--- src/rtl/core_seq_pkg.sv ---
// Shared types and constants for the SwitchMCU phase sequencer.
package core_seq_pkg;

  localparam logic [3:0] PH_FETCH = 4'h0;
  localparam logic [3:0] PH_DEC   = 4'h1;
  localparam logic [3:0] PH_EXE   = 4'h2;
  localparam logic [3:0] PH_MEM   = 4'h3;
  localparam logic [3:0] PH_WB    = 4'h4;
  localparam logic [3:0] PH_ERR   = 4'hE;
  localparam logic [3:0] PH_HALT  = 4'hF;

  localparam int TIMEOUT_W_DEF   = 8;
  localparam int TIMEOUT_MAX_DEF = 255;

  // State encoding equals the phase code, so cycle_cnt is the state itself.
  typedef enum logic [3:0] {
    S_FETCH = PH_FETCH,
    S_DEC   = PH_DEC,
    S_EXE   = PH_EXE,
    S_MEM   = PH_MEM,
    S_WB    = PH_WB,
    S_ERR   = PH_ERR,
    S_HALT  = PH_HALT
  } state_e;

endpackage

--- src/rtl/core_seq_swc_timer.sv ---
// Bus-wait watchdog counter shared by the FETCH and MEM phases.
// expired is high once the counter has reached MAX.
module seq_wait_timer
  import core_seq_pkg::*;
#(
  parameter int W   = TIMEOUT_W_DEF,
  parameter int MAX = TIMEOUT_MAX_DEF
) (
  input  logic clk,
  input  logic rst,
  input  logic clr,
  input  logic cnt_en,
  output logic expired
);

  localparam logic [W-1:0] MAX_V = MAX[W-1:0];

  logic [W-1:0] cnt_q, cnt_d;

  always_comb begin
    cnt_d = cnt_q;
    if (clr)
      cnt_d = '0;
    else if (cnt_en)
      cnt_d = cnt_q + 1'b1;
  end

  always_ff @(posedge clk) begin
    if (rst)
      cnt_q <= '0;
    else
      cnt_q <= cnt_d;
  end

  assign expired = (cnt_q == MAX_V);

endmodule

--- src/rtl/core_seq_swc.sv ---
// Multi-cycle instruction-phase sequencer with run/halt/step and bus watchdog.
// Optional perf counters are enabled by defining SEQ_PERF_CNT_EN.
module core_seq_swc
  import core_seq_pkg::*;
#(
  parameter int TIMEOUT_W   = TIMEOUT_W_DEF,
  parameter int TIMEOUT_MAX = TIMEOUT_MAX_DEF
) (
  input  logic        hclk,
  input  logic        hrst,
  input  logic        run_en,
  input  logic        step_req,
  input  logic        itcm_hready,
  input  logic        dtcm_hready,
  input  logic        dec_mem_en,
  input  logic        dec_halt,
  output logic [3:0]  cycle_cnt,
  output logic        ifu_dec_stall,
  output logic        halted,
  output logic        bus_err,
  output logic        retire,
  output logic [31:0] instret,
  output logic [31:0] stall_cycles
);

  state_e state_q, state_d;
  logic   step_q, step_d;
  logic   mem_q, mem_d;
  logic   hlt_q, hlt_d;

  logic in_wait;
  logic hready;
  logic wait_lo;
  logic expired;

  assign in_wait = (state_q == S_FETCH) || (state_q == S_MEM);
  assign hready  = (state_q == S_MEM) ? dtcm_hready : itcm_hready;
  assign wait_lo = in_wait && !hready;

  // Held clear outside FETCH/MEM so every phase entry starts at zero.
  seq_wait_timer #(
    .W   (TIMEOUT_W),
    .MAX (TIMEOUT_MAX)
  ) u_timer (
    .clk     (hclk),
    .rst     (hrst),
    .clr     (!in_wait),
    .cnt_en  (wait_lo),
    .expired (expired)
  );

  always_comb begin
    state_d = state_q;
    step_d  = step_q;
    mem_d   = mem_q;
    hlt_d   = hlt_q;
    case (state_q)
      S_HALT: begin
        if (run_en) begin
          state_d = S_FETCH;
          step_d  = 1'b0;
        end else if (step_req) begin
          state_d = S_FETCH;
          step_d  = 1'b1;
        end
      end
      S_FETCH: begin
        if (itcm_hready)
          state_d = S_DEC;
        else if (expired)
          state_d = S_ERR;
      end
      S_DEC: begin
        state_d = S_EXE;
        mem_d   = dec_mem_en;
        hlt_d   = dec_halt;
      end
      S_EXE: state_d = mem_q ? S_MEM : S_WB;
      S_MEM: begin
        if (dtcm_hready)
          state_d = S_WB;
        else if (expired)
          state_d = S_ERR;
      end
      S_WB: begin
        if (hlt_q || step_q || !run_en)
          state_d = S_HALT;
        else
          state_d = S_FETCH;
        step_d = 1'b0;
        mem_d  = 1'b0;
        hlt_d  = 1'b0;
      end
      S_ERR:   state_d = S_ERR;
      default: state_d = S_HALT;
    endcase
  end

  always_ff @(posedge hclk) begin
    if (hrst) begin
      state_q <= S_HALT;
      step_q  <= 1'b0;
      mem_q   <= 1'b0;
      hlt_q   <= 1'b0;
    end else begin
      state_q <= state_d;
      step_q  <= step_d;
      mem_q   <= mem_d;
      hlt_q   <= hlt_d;
    end
  end

  assign cycle_cnt     = state_q;
  assign halted        = (state_q == S_HALT);
  assign bus_err       = (state_q == S_ERR);
  assign retire        = (state_q == S_WB);
  assign ifu_dec_stall = halted || bus_err || wait_lo;

`ifdef SEQ_PERF_CNT_EN
  logic [31:0] instret_q, instret_d;
  logic [31:0] stall_q, stall_d;

  always_comb begin
    instret_d = instret_q + {31'd0, retire};
    stall_d   = stall_q + {31'd0, wait_lo};
  end

  always_ff @(posedge hclk) begin
    if (hrst) begin
      instret_q <= '0;
      stall_q   <= '0;
    end else begin
      instret_q <= instret_d;
      stall_q   <= stall_d;
    end
  end

  assign instret      = instret_q;
  assign stall_cycles = stall_q;
`else
  assign instret      = '0;
  assign stall_cycles = '0;
`endif

endmodule
--- config.mk ---
export PLATFORM = sky130hd
export DESIGN_NAME = core_seq_swc
export DESIGN_NICKNAME = d
export VERILOG_FILES = /design/src/rtl/core_seq_pkg.sv /design/src/rtl/core_seq_swc_timer.sv /design/src/rtl/core_seq_swc.sv
export SDC_FILE = /design/constraint.sdc
export NUM_CORES = 1
export LEC_CHECK = 0
export CAP_MARGIN = 25
export CORE_ASPECT_RATIO = 1.25
export CORE_MARGIN = 8
export CORE_UTILIZATION = 30
export CTS_CLUSTER_SIZE = 40
export DETAILED_ROUTE_END_ITERATION = 16
export DONT_BUFFER_PORTS = 1
export PLACE_DENSITY = 0.5
export SETUP_SLACK_MARGIN = 0.1
export SLEW_MARGIN = 20
export SYNTH_ARGS = -nofsm -noshare
export SYNTH_HDL_FRONTEND = slang
export SYNTH_SLANG_ARGS = --single-unit
--- constraint.sdc ---
create_clock -name hclk -period 1.9 [get_ports hclk]
set_input_delay 0.38 -clock hclk [delete_from_list [all_inputs] [get_ports hclk]]
set_output_delay 0.38 -clock hclk [all_outputs]
set_load 0.03 [all_outputs]
=== Yosys cells after proc, flatten, opt, wreduce, memory -nomap -nowiden ===
Cells that the tools add are included.

* $add $sub $neg: 1
* Bitwise logic cells: 1
* Mux-type cells: 14
* Reduce and logical (&&, ||, !) cells: 13
* Equal/unequal tests: 8

{| class="wikitable"
|+ Operators with widths
! operator !! count
|-
| one-hot mux 4 bit (7 select lines) || 1
|-
| 2-to-1 mux 4 bit || 6
|-
| adder 8 x 1 -> 8 bit, second input constant || 1
|-
| equality test 4 x 2 -> 1 bit, second input constant || 2
|-
| equality test 4 bit, second input constant || 2
|-
| equality test 8 bit, second input constant || 1
|-
| one-hot mux 1 bit (2 select lines) || 3
|-
| logical OR 1 bit || 5
|-
| equality test 4 x 1 -> 1 bit, second input constant || 1
|-
| equality test 4 x 3 -> 1 bit, second input constant || 1
|-
| zero test 4 bit || 1
|-
| nonzero test 2 bit || 2
|-
| 2-to-1 mux 1 bit || 3
|-
| 2-to-1 mux 3 bit || 1
|-
| != test 3 bit, second input constant || 1
|-
| zero test 1 bit || 2
|-
| AND reduction 2 bit || 1
|-
| OR reduction 2 bit || 1
|-
| logical AND 1 bit || 1
|-
| inverter 1 bit || 1
|}

* Input bits: 8
* Output and inout bits: 72
* Register bits: 15

=== Depth between registers and ports, before layout ===
Gate-level depths: netlist of the first run.

* Depth after elaboration: 5
* Depth in mapped cells: 5
* Depth with buffers taken out: 4

=== Hierarchy ===
From an unflattened synthesis of the first run, not the netlist that was laid out.

* Cell total of the unflattened synthesis: 157
* Area total of the unflattened synthesis: 1301.2 um2

{| class="wikitable"
|+ By module, submodules not included
! module !! area an instance (um2) !! cells each !! instances
|-
| core_seq_swc || 947.2 || 117 || 1
|-
| seq_wait_timer || 354.1 || 40 || 1
|}

=== Worst setup path before layout of the first run ===
OpenSTA, ideal clock, no wires.

* Path kind: register to register
* From: register state_q[2] (netlist: cycle_cnt[2])
* To: register state_q[1] (netlist: cycle_cnt[1])
* Library setup time: 79 ps
* Arrival: 2302 ps
* Stages on the path, launching flop included: 6
* Clock period less this slack: 2381 ps
* Required time: 1821 ps
* Path slack: -481 ps
* Buffers on the path: 1
* Cell sequence: dfxtp_1 -> buf_2 -> nor4b_1 -> a21oi_1 -> o21a_1 -> o211ai_1

* Longest elaborated chain between the ends: 2

{| class="wikitable"
|+ Ends and longest elaborated chain
! element !! line !! RTL
|-
| start: declaration || core_seq_swc.sv:26 || <nowiki>state_e state_q, state_d;</nowiki>
|-
| start signal: assignment || core_seq_swc.sv:106 || <nowiki>state_q <= state_d;</nowiki>
|-
| equality test 4 x 3 -> 1 bit || - ||
|-
| net retire || core_seq_swc.sv:21 || <nowiki>output logic retire,</nowiki>
|-
| one-hot mux 4 bit (7 select lines) || core_seq_swc.sv:57 || <nowiki>case (state_q)</nowiki>
|}

The timed path passes the listed nets, and every way through them passes these cells.
A chain may end at the register's enable or synchronous reset.

=== Final worst setup path of the first run ===
* From: register state_q[1] (netlist: cycle_cnt[1])
* To: output ifu_dec_stall

* Longest elaborated chain between the ends: 5

{| class="wikitable"
|+ Ends and longest elaborated chain
! element !! line !! RTL
|-
| equality test 4 x 2 -> 1 bit || core_seq_swc.sv:36, core_seq_swc.sv:37 ||
|-
| 2-to-1 mux 1 bit || core_seq_swc.sv:37 || <nowiki>assign hready = (state_q == S_MEM) ? dtcm_hready : itcm_hready;</nowiki>
|-
| zero test 1 bit || core_seq_swc.sv:38 || <nowiki>assign wait_lo = in_wait && !hready;</nowiki>
|-
| logical AND 1 bit || core_seq_swc.sv:38 ||
|-
| logical OR 1 bit (*) || core_seq_swc.sv:117 || <nowiki>assign ifu_dec_stall = halted || bus_err || wait_lo;</nowiki>
|-
| end: declaration || core_seq_swc.sv:18 || <nowiki>output logic ifu_dec_stall,</nowiki>
|}

Mark *: on every way between the ends. The rest lies on a longest branch, timed or not.

==> results of run 1 <==
power by group:
group	total (uW)	leakage (uW)	internal, uW	switching (uW)
Clock	259	0.0000228	148	110
Sequential	497	0.000121	372	124
Combinational	923	0.000430	305	618
final timing paths:
kind | from | to | slack, ns | depth (start not counted)
setup / recovery | cycle_cnt[1]$_SDFFE_PP1P_ | ifu_dec_stall | 0.20 | 4
hold / removal | run_en | step_q$_SDFFE_PP0P_ | 0.23 | 1
setup reg to reg | cycle_cnt[1]$_SDFFE_PP1P_ | u_timer.cnt_q[6]$_SDFFE_PP0P_ | 0.37 | 5
hold reg to reg | u_timer.cnt_q[6]$_SDFFE_PP0P_ | u_timer.cnt_q[6]$_SDFFE_PP0P_ | 0.50 | 2
cells by family after synthesis:
family	Yosys count	share of synthesized area [%]
and+or+nand+nor	40	17.5
adders and majority gates	1	0.956
AOI/OAI and AO/OA	24	12.9
xor gates and xnor gates	6	4.02
buffers and inverters	70	39.1
other	1	0.287
DFF	15	22.9
muxes	3	2.29
synthesized netlist by cell type, types with 2 or more instances:
cell	count
nand3_1	2
a21oi_1	5
nand2_1	6
dfxtp_1	15
o2111ai_1	3
nand2b_1	2
buf_2	4
o21ai_0	5
o211ai_1	3
or3_1	2
mux2i_1	3
and4_1	3
buf_4	65
nor2_1	15
o21a_1	2
xor2_1	6
worst reg2reg max path: stages, from the launching register on:
cell and delay, ns:
dfxtp_2 0.46, and3b_1 0.28, o21ai_4 0.09, buf_4 0.15, or3_1 0.34, a21oi_1 0.14
per-stage QoR:
stage / setup WS (ns) / area [um2]
final: 0.197 / 1270
after global routing: 0.118 / 1270
after CTS: 0.127 / 1260
after detailed placement: 0.289 / 1200
after global placement: 0.302 / 1200
after floorplan: 0.0849 / 1560
flip-flops by register name, summed over array words and instances (netlist names):
signal / count
cycle_cnt: 4
step_q: 1
u_timer.cnt_q: 8
mem_q: 1
hlt_q: 1
final cells by class:
class | count | area (um2)
tap | 58 | 72.6
timing repair buffer | 11 | 95.1
multi-input combinational | 138 | 753
clock buffer | 4 | 45.0
fill | 507 | 3020
inverter | 1 | 3.75
sequential | 15 | 304
per-layer routing:
layer / up-vias / wire (um) / global-route usage [%]
li1: 430 / - / -
met1: 423 / 930 / 7.56
met4: 0 / 4 / 2.30
met3: 2 / 368 / 3.22
met2: 50 / 1290 / 13.6
met5: - / 0 / 0
what timing repair did:
action,CTS,global route
pin swaps,0,2
resized for setup,3,1
endpoints found under the setup margin,2,4
buffers inserted,0,2
==> impl_results.md, run 1 <==
* Status: finished clean
* Post-Place Cells at 221
* Final design utilization at 29.7%
* Skew final at around 0.0010 ns
* Drt initial violations at 29
* Antenna viol nets, final at 0
* Buf/Inv on CP at 1
* Routability cong. at between 0.7 and 0.8
* Seq/Total Area, Yosys at 22.9%
* Fin Hold WS at 0.229 ns
* CP top delay family: flip-flops
* Die ar. at between 0.006 and 0.007 mm2
* Most common cell after layout, fill and taps aside: conb_1
* Clk sinks at 15
* Post-route DRC at 0
* Leak at 0.000574 uW
* # hold bufs at CTS at 0
* Avg Cell Area, Syn at 8.18 um2
* Total CTS buffers at 3
* All-layer global routing usage at 7.63%
* Max-cap check violation count at 0
* Final nets at between 150 and 200
* Area growth from synthesis to layout at -2.68%
* CP required at 1.52 ns
* Final setup vio count at 0
* Detail Placement HPWL at around 2.2 mm
* Type of origin of the critical path: flip-flop
* Synth cell types at 35
* Initial antenna violation count at 0
* Most frequent cells in the layout: 64 x conb_1, 15 x nor2_1, 12 x dfxtp_1
* First-pass GRT wire length at between 4 and 5 mm
* Pwr Total at 1680 uW
* Flop and latch count out of synthesis at 15
* PD cells at 1320 mW/mm2
* Worst setup path category: flip-flop to output pin
* Ys async rst share at 0%
* Final Max Tran Viols at 0
* Post-Layout Cell Count at 227
* Overflow after GRT at 0
* Clock root buffer: clkbuf_8
* Die W at 75.1 um
* CTS tree: built
* Final period utilization at 89.6%
* Number of I/O pins at 80
* CTS Buffer Depth at 2
* Pre-antenna DRT Iters at 4
* Worst hold path class: primary input to flip-flop
* Slowest CP cell: dfxtp_2
* Htree depth at 1
* Cell row count at 27
* Final hold vios at 0
* Worst IR Drop VDD at around 0.00033 V
* Maximum clock frequency at 0.587 GHz
* Clock-pin slew on the worst setup and hold paths at 0.06 ns
* Core box area at 0.00429 mm2
* Top post-synthesis cells by area: buf_4 37%, dfxtp_1 23%, nor2_1 4.3%
* Initial Utilization at 30.5%
* Die Ht at 89.8 um
* Peak fanout along the critical path at 10
* Fin Setup TNS at 0 ns
* Post-synthesis cell area at 0.00131 mm2
* Yosys top cell by area: buf_4
* Diodes inserted at 0
* CP endpoint kind: output pin
* Post-Route WL at approximately 2.6 mm
* PortBufs at 0
* Crit-path cells: and3b_1, o21ai_4, nand2_1, buf_12
* Area share of the largest cell type after synthesis at between 30 and 40%
* Total number of vias at 905
* Vias/cell at between 3 and 4
* Layout cell share with drive strength beyond 1 at between 10% and 20%
* Fin crit period at 1.70 ns
* Ys flop type: dfxtp_1
* RSZ-0062 raised after global routing: no
* Post-DR wirelength/cell at ~11 um
* Largest net degree at the start of global routing at 14
* Post-synth EDFFs at 0
* Critical path data arrival time at 1.32 ns
* Vias in the first global route at 945
* Max incr delay on CP at between 0.4 and 0.5 ns
* Post-synthesis cell count at 160
* Yosys warnings at 0
* Clk_lat worst skew at 0.24 ns
Note: power is estimated with default switching activity, not from simulation.
==> run 2: changes to the inputs <==
ABC_CLOCK_PERIOD_IN_PS = 1900   (was not set)
==> results of run 2 <==
The final DEF is identical to that of run 1; final timing and power are the same.
==> run 3: changes to the inputs <==
--- a/config.mk
+++ b/config.mk
@@ -7,3 +7,3 @@
 export LEC_CHECK = 0
-export ABC_CLOCK_PERIOD_IN_PS = 1900
+export ABC_CLOCK_PERIOD_IN_PS = 1630
 export CAP_MARGIN = 25
@@ -21 +21,2 @@
 export SYNTH_SLANG_ARGS = --single-unit
+export TNS_END_PERCENT = 20
==> constraint.sdc (replaced) <==
create_clock -name hclk -period 1.63 [get_ports hclk]
set_input_delay 0.326 -clock hclk [delete_from_list [all_inputs] [get_ports hclk]]
set_output_delay 0.326 -clock hclk [all_outputs]
set_load 0.005 [all_outputs]
==> run 3 against run 2 <==
Worst hold slack got worse by 0.058 ns. Core utilization rose by 0.12 points. Critical path type unchanged. Total power fell by 7.5%. Routed wire length rose by 3.0%. Largest power group unchanged.
==> impl_results.md, run 3 (synthesized netlist as in run 1, its figures left out) <==
* Final setup vio count at 0 (unchanged)
* Initial Utilization at 30.5% (unchanged)
* Switch share at 41.2% (was 50.8%)
* Post-Layout Cell Count at 229 (was 227)
* Maximum clock frequency at 0.650 GHz
* Antenna viol nets, final at 0 (unchanged)
* PD cells at 1210 mW/mm2 (was 1320 mW/mm2)
* P_int at 913 uW (was 825 uW)
* Crit-path cells: and3b_1, o21ai_4, nand2_1 (was and3b_1, o21ai_4, nand2_1, buf_12)
* CP endpoint kind: output pin (unchanged)
* Part of the power in registers at 37.9% (was 29.6%)
* Initial antenna violation count at 0 (unchanged)
* First-pass GRT wire length at 4.19 mm (was 4.22 mm)
* Layout cell share with drive strength beyond 1 at 16.4% (was 14.2%)
* Clock root buffer: clkbuf_8 (unchanged)
* Max incr delay on CP at 0.48 ns (was 0.46 ns)
* Htree depth at 1 (unchanged)
* Fin crit period at 1.54 ns
* Total number of vias at 887 (was 905)
* CTS tree: built (unchanged)
* Most common cell after layout, fill and taps aside: conb_1 (unchanged)
* Post-DR wirelength/cell at 11.7 um (was 11.4 um)
* R2R setup slack at 0.20 ns (was 0.37 ns)
* Final hold vios at 0 (unchanged)
* Clock-pin slew on the worst setup and hold paths at 0.07 ns (was 0.06 ns)
* Drt initial violations at 42 (was 29)
* Peak fanout along the critical path at 12 (was 10)
* Detail Placement HPWL at 2.20 mm (was 2.17 mm)
* Most flops, register: u_timer.cnt_q (unchanged)
* Pre-antenna DRT Iters at 4 (unchanged)
* Core box area at 0.00429 mm2 (unchanged)
* Worst hold path class: primary input to flip-flop (unchanged)
* Clock power frac at 20.1% (was 15.4%)
* # hold bufs at CTS at 0 (unchanged)
* Post-Place Cells at 224 (was 221)
* Number of flip-flops in the largest register at 8 (unchanged)
* Slowest CP cell: dfxtp_2 (unchanged)
* Final nets at 181 (was 179)
* Overflow after GRT at 0 (unchanged)
* CP required at 1.30 ns (was 1.52 ns)
* Most frequent cells in the layout: 64 x conb_1, 15 x nor2_1, 13 x buf_4 (was 64 x conb_1, 15 x nor2_1, 12 x dfxtp_1)
* Vias/cell at 3.87 (was 3.99)
* Die W at 75.1 um (unchanged)
* Vias in the first global route at 918 (was 945)
* CP top delay family: flip-flops (unchanged)
* PortBufs at 0 (unchanged)
* Critical path data arrival time at 1.21 ns (was 1.32 ns)
* Area growth from synthesis to layout at -2.29% (was -2.68%)
* CTS Buffer Depth at 2 (unchanged)
* Fin Setup TNS at 0 ns (unchanged)
* Status: finished clean (unchanged)
* Die Ht at 89.8 um (unchanged)
* Final Max Tran Viols at 0 (unchanged)
* Psw at 639 uW (was 853 uW)
* Routability cong. at 0.771 (was 0.745)
* Clk sinks at 15 (unchanged)
* Number of I/O pins at 80 (unchanged)
* Reg area at 305 um2 (was 304 um2)
* Final period utilization at approximately 94%
* Worst setup path category: flip-flop to output pin (unchanged)
* Diodes inserted at 0 (unchanged)
* Leak at 0.000581 uW (was 0.000574 uW)
* Skew final at 0.000945 ns (was 0.000999 ns)
* Area of the multi-input gates at 753 um2 (unchanged)
* Post-Route WL at 2.67 mm (was 2.60 mm)
* Die ar. at 0.00675 mm2 (unchanged)
* Combinational Power Share at 42.0% (was 55.0%)
* Cell row count at 27 (unchanged)
* Type of origin of the critical path: flip-flop (unchanged)
* Total CTS buffers at 3 (unchanged)
* Layout fillers at 498 (was 507)
* Largest net degree at the start of global routing at 13 (was 14)
* Post-route DRC at 0 (unchanged)
* RSZ-0062 raised after global routing: yes (was no)
* Worst IR Drop VDD at 0.000354 V (was 0.000329 V)
* Buf/Inv on CP at 0 (was 1)
* Clk_lat worst skew at 0.25 ns (was 0.24 ns)
* Max-cap check violation count at 0 (unchanged)
* All-layer global routing usage at 7.70% (was 7.63%)
[run 3: cell count changes in the layout (fill, tap and decap cells not counted), sizes merged]
| cell | change |
|---|---|
| buf | +2 |
| clkbuf | -1 |
| clkinv | +1 |
[run 3: final timing paths]
| path | endpoint | startpoint | depth (start not counted) |
|---|---|---|---|
| setup / recovery | ifu_dec_stall | cycle_cnt[1]$_SDFFE_PP1P_ | 3 |
| hold / removal | step_q$_SDFFE_PP0P_ | run_en | 1 |
| setup reg to reg | u_timer.cnt_q[6]$_SDFFE_PP0P_ | cycle_cnt[1]$_SDFFE_PP1P_ | 4 |
| hold reg to reg | hlt_q$_SDFFE_PP0P_ | hlt_q$_SDFFE_PP0P_ | 2 |
[run 3: routing by layer]
metal / GRT usage (%) / wire, um / part of all wire, % / vias to the layer above
met5: 0 / 0 / 0 / -
met3: 2.22 / 329 / 12 / 5
met1: 8.59 / 1060 / 40 / 397
met4: 2.95 / 34 / 1.3 / 0
li1: - / - / - / 434
met2: 13.0 / 1250 / 47 / 51
[run 3: power groups by stage]
stage / clock (uW) / sequential, uW / combinational [uW]
final: 312 / 589 / 652
after global routing: 345 / 605 / 737
after CTS: 329 / 562 / 638
after detailed placement: 0 / 559 / 633
after global placement: 0 / 559 / 640
after floorplan: 0 / 488 / 579
[run 3: what timing repair did]
item,4_1_cts,5_1_grt
gates resized for setup,3,4
setup endpoints to repair,5,4
gates cloned,0,0
pin swaps,0,1
buffers inserted,0,1
[run 3: worst register-to-register path, cell delays in order, from the launching register on]
cell and delay [ns]:
dfxtp_2 0.48, and3b_1 0.28, o21ai_4 0.10, or3_1 0.36
a21oi_1 0.15
[run 3: through the flow]
stage / cell area (um2) / hold WS, ns / power, uW / utilization (%) / setup WS (ns)
detailed placement: 1200 / 0.437 / 1190 / 28.0 / 0.0990
finish: 1280 / 0.171 / 1550 / 29.8 / 0.0906
global placement: 1200 / 0.438 / 1200 / 28.0 / 0.114
floorplan: 1550 / 0.420 / 1070 / - / 0.250
global route: 1280 / 0.164 / 1690 / 29.8 / 0.0108
CTS: 1250 / 0.162 / 1530 / 29.3 / 0.0587
[run 3: final cells by class]
cell class | count | share of cell area, %
multi-input combinational | 138 | 58.9
sequential | 15 | 23.9
timing repair buffer | 13 | 7.63
tap | 58 | 5.68
clock buffer | 3 | 3.23
clock inverter | 1 | 0.391
inverter | 1 | 0.294
